**src/rtl/gcd_sequencer.sv**
```systemverilog
// gcd_sequencer: Moore control unit for the subtract-and-compare GCD datapath.
// Macro GCD_SEQ_STEPCOUNT_EN builds the step counter, watchdog check and FAULT state.
module gcd_sequencer #(
  parameter int WIDTH     = 8,
  parameter int MAX_STEPS = 255
) (
  input  logic        clock,
  input  logic        reset,
  input  logic        Enter,
  input  logic        AeqB,
  input  logic        AgtB,
  input  logic        Azero,
  input  logic        Bzero,
  output logic        ALoad,
  output logic        BLoad,
  output logic        ASel,
  output logic        BSel,
  output logic        OutLoad,
  output logic        OutSel,
  output logic        Halt,
  output logic        Fault,
  output logic [15:0] Steps,
  output logic [3:0]  DisplayState
);
  typedef enum logic [3:0] {
    IDLE  = 4'd0,
    LOADA = 4'd1,
    WAITB = 4'd2,
    LOADB = 4'd3,
    CHECK = 4'd4,
    SUBA  = 4'd5,
    SUBB  = 4'd6,
    DONE  = 4'd7,
    HALT  = 4'd8,
    FAULT = 4'd9
  } state_t;

  localparam int unsigned CAP = (1 << WIDTH) - 1;
  localparam logic [15:0] LIMIT = 16'((MAX_STEPS < CAP) ? MAX_STEPS : CAP);

  state_t      state_q, state_d;
  logic        enter_q, rise, out_sel_d;

  assign rise = Enter & ~enter_q;

`ifdef GCD_SEQ_STEPCOUNT_EN
  logic [15:0] steps_q, steps_d;
  assign Steps = steps_q;
  // Count each subtraction; a new run started from HALT/FAULT starts from zero.
  always_comb
    steps_d = (state_q == SUBA || state_q == SUBB) ? steps_q + 16'd1 :
              (rise && (state_q == HALT || state_q == FAULT)) ? '0 : steps_q;
  // Step counter register.
  always_ff @(posedge clock or negedge reset)
    if (!reset) steps_q <= '0;
    else        steps_q <= steps_d;
`else
  logic unused_limit;
  assign unused_limit = ^LIMIT;
  assign Steps = '0;
  assign Fault = 1'b0;
`endif

  // Next state; OutSel is decided only when CHECK terminates the loop.
  always_comb begin
    state_d   = state_q;
    out_sel_d = OutSel;
    case (state_q)
      IDLE:  state_d = rise ? LOADA : IDLE;
      LOADA: state_d = WAITB;
      WAITB: state_d = rise ? LOADB : WAITB;
      LOADB: state_d = CHECK;
      CHECK: begin
        if (AeqB || Bzero || Azero) begin
          state_d   = DONE;
          out_sel_d = ~AeqB & ~Bzero;
        end
`ifdef GCD_SEQ_STEPCOUNT_EN
        else if (steps_q >= LIMIT) state_d = FAULT;
`endif
        else state_d = AgtB ? SUBA : SUBB;
      end
      SUBA, SUBB: state_d = CHECK;
      DONE:  state_d = HALT;
      HALT:  state_d = rise ? LOADA : HALT;
`ifdef GCD_SEQ_STEPCOUNT_EN
      FAULT: state_d = rise ? LOADA : FAULT;
`endif
      default: state_d = IDLE;
    endcase
  end

  // State, edge detector and outputs registered from the next state so they track the state code.
  always_ff @(posedge clock or negedge reset)
    if (!reset) begin
      state_q      <= IDLE;
      enter_q      <= 1'b1;
      OutSel       <= 1'b0;
      ALoad        <= 1'b0;
      BLoad        <= 1'b0;
      ASel         <= 1'b0;
      BSel         <= 1'b0;
      OutLoad      <= 1'b0;
      Halt         <= 1'b0;
`ifdef GCD_SEQ_STEPCOUNT_EN
      Fault        <= 1'b0;
`endif
      DisplayState <= 4'd0;
    end else begin
      state_q      <= state_d;
      enter_q      <= Enter;
      OutSel       <= out_sel_d;
      ALoad        <= state_d == LOADA || state_d == SUBA;
      BLoad        <= state_d == LOADB || state_d == SUBB;
      ASel         <= state_d == SUBA;
      BSel         <= state_d == SUBB;
      OutLoad      <= state_d == DONE;
      Halt         <= state_d == HALT;
`ifdef GCD_SEQ_STEPCOUNT_EN
      Fault        <= state_d == FAULT;
`endif
      DisplayState <= state_d;
    end
endmodule
```
**config.mk**
```make
export PLATFORM = sky130hd
export DESIGN_NAME = gcd_sequencer
export DESIGN_NICKNAME = d
export VERILOG_FILES = /design/src/rtl/gcd_sequencer.sv
export SDC_FILE = /design/constraint.sdc
export NUM_CORES = 1
export LEC_CHECK = 0
export ABC_AREA = 1
export CORE_UTILIZATION = 34
export DETAILED_ROUTE_END_ITERATION = 12
export PLACE_DENSITY = 0.74
export SYNTH_ARGS = -nofsm -noshare
export SYNTH_HDL_FRONTEND = slang
export SYNTH_SLANG_ARGS = --single-unit
```
**constraint.sdc**
```tcl
create_clock -name clock -period 1 [get_ports clock]
set_input_delay 0.1 -clock clock [delete_from_list [all_inputs] [get_ports clock]]
set_output_delay 0.1 -clock clock [all_outputs]
set_load 0.03 [all_outputs]
```
==> results_dict.tcl <==
set metrics [dict create \
    grt_pass1_wl_mm 1.86 \
    fin_nets 118 \
    port_buffers 17 \
    cts_buffers 3 \
    synth.area.top_cells "dfrtp_1 (42%), buf_4 (20%), nand2_1 (8.1%)" \
    clk_pin_slew_worst_paths_ns 0.08 \
    num_vias 531 \
    vdd_drop_max_uv 1060 \
    cap_violations 0 \
    worstPathRequired_ns 0.90 \
    synth_edf_count 0 \
    ff2ff_path_depth 6 \
    avgSynthCellArea_um2 8.53 \
    clockRootBuffer "clkbuf_4" \
    synthTopCellsByCount "buf_4 (17), nand2_1 (14), dfrtp_1 (11), inv_1 (11)" \
    coreArea_um2 1760 \
    postCtsHoldBufs 0 \
    fin_ws_ns -0.124 \
    yosysMostFrequentCell "buf_4" \
    ys_seq_area_share_pct 46.5 \
    ys_ff_latch 12 \
    ys.flop_type "dfrtp_1" \
    place_area_um2 832 \
    gr-total-overflow 0 \
    path_max_fanout 5 \
    syn_to_final_growth_pct 46.7 \
    htree_levels 1 \
    avgViaCountPerCell 3.93 \
    fin_area_um2 951 \
    fin_crit_ns 1.12 \
    drt_wl_total_mm 1.17 \
    wl_per_cell_um 8.70 \
    post-route-period-util_pct 112 \
    die_h_um 45.7 \
    grtUsageTotal_pct 12.7 \
    design.die.area_um2 2080 \
    grt_pass1_vias 470 \
    fp.dieW_um 45.7 \
    path_class "flop to primary output" \
    gp_congestion 0.749 \
    skew_ns 0.00338 \
    powerDensity_nw_per_um2 3120 \
    antenna_found_initial 0 \
    clock-sinks 12 \
    final_cells 135 \
    setup_viol 10 \
    critPathCaptureType "primary output" \
    finalPower_w 0.00297 \
    arrival_ns 1.02 \
    yosysTopAreaCell "dfrtp_1" \
    rows 15 \
    grt_setup_unrepaired "yes" \
    cts_tree "built" \
    hold_path.class "primary input to async pin" \
    diodes 0 \
    clockBufferDepth 2 \
    drive_above_1_share_pct 47.3 \
    violations "negative setup slack" \
    drc 0 \
    p_leak_nw 0.526 \
    dp_hpwl_um 875 \
    antenna_left 0 \
    finalHoldViolations 0 \
    start_util_pct 36.7 \
    maxSlewViolCount 0 \
    syn_inst 76 \
    drtIter0Drc 2 \
    io_pins 35 \
    status "finished with violations" \
    async_reset_ff_share_pct 100 \
    max_freq_mhz 890 \
    worstSkewPairLatency_ns 0.27 \
    yosys_warnings 0 \
    drtPass1Iterations 4 \
    worst_setup_path_start_kind "flop" \
    synth_top_area_share_pct 42.5 \
    place_inst 126 \
    grt_start_max_net_pins 13 \
    yosysUniqueCellTypes 14 \
    synth_area_um2 648 \
]
-- stage by stage --
step	TNS [ns]	setup slack, ns	util [%]	hold slack, ns
after floorplan	-0.395	-0.0971	-	-0.196
after global placement	-1.17	-0.214	47.2	0.414
after detailed placement	-1.38	-0.236	47.2	0.426
after CTS	-0.593	-0.107	51.5	0.131
after global routing	-1.56	-0.197	53.9	0.144
final	-0.771	-0.124	53.9	0.133
-- kinds of logic (layout without fill, tap and decap cells) --
logic type	after synthesis	in the layout	share of synthesized area, %
buf+inv	28	46	26.1
flops	12	12	46.5
compound gates	2	2	1.93
other cells	1	17	0.579
simple gates	33	33	24.9
-- critical path, cell delays in order, from the launching register on --
cell and delay [ns]:
dfrtp_2 0.46, buf_4 0.16, buf_6 0.13
-- state kept, by name, summed over array words and instances (netlist names) --
signal	flops
state_q	4
ALoad	1
ASel	1
BLoad	1
BSel	1
Halt	1
OutLoad	1
OutSel	1
enter_q	1
-- final timing paths --
kind                                         to                  from  slack (ns)
min in group clock            enter_q$_DFF_PN1_                 Enter        0.26
max                             DisplayState[2]  state_q[2]$_DFF_PN0_       -0.12
min                        state_q[1]$_DFF_PN0_                 reset        0.13
min reg2reg                  OutSel$_DFFE_PN0P_    OutSel$_DFFE_PN0P_        0.49
max in group asynchronous     enter_q$_DFF_PN1_                 reset        0.64
max reg2reg                     BLoad$_DFF_PN0_  state_q[0]$_DFF_PN0_       -0.12
-- layout by cell type, fill, tap and decap left out, drive strengths merged --
cell and n:
buf 25, clkbuf 4, clkdlybuf4s50 6, conb 17, dfrtp 11, dfstp 1
inv 11, nand2 19, nand3 4, nand3b 2, nand4 1, nor2 7
o22ai 2
-- layer usage --
metal / GRT usage [%] / vias to the layer above / wire length (um)
met5: 0 / - / 0
met4: 9.09 / 0 / 31
met3: 2.78 / 4 / 101
met2: 22.0 / 29 / 607
met1: 13.3 / 236 / 433
li1: - / 262 / -
-- where the power goes --
group | total, W | internal [W] | switching [W]
logic | 0.00176 | 0.000758 | 0.00101
clock network | 0.000381 | 0.000221 | 0.000160
registers | 0.000821 | 0.000676 | 0.000145
-- area by class of cell --
class | instances | area (um2)
Fill cell | 173 | 813
Sequential cell | 12 | 307
Multi-Input combinational cell | 52 | 269
Timing Repair Buffer | 31 | 267
Inverter | 11 | 41.3
Clock buffer | 4 | 36.3
Tap cell | 25 | 31.3
-- repair_timing --
| item | in CTS | in global routing |
|---|---|---|
| resized for setup | 6 | 6 |
| pin swaps | 2 | 3 |
| setup endpoints to repair | 9 | 14 |
| buffers inserted | 2 | 3 |
No activity file was read; power rests on OpenSTA's default activity.
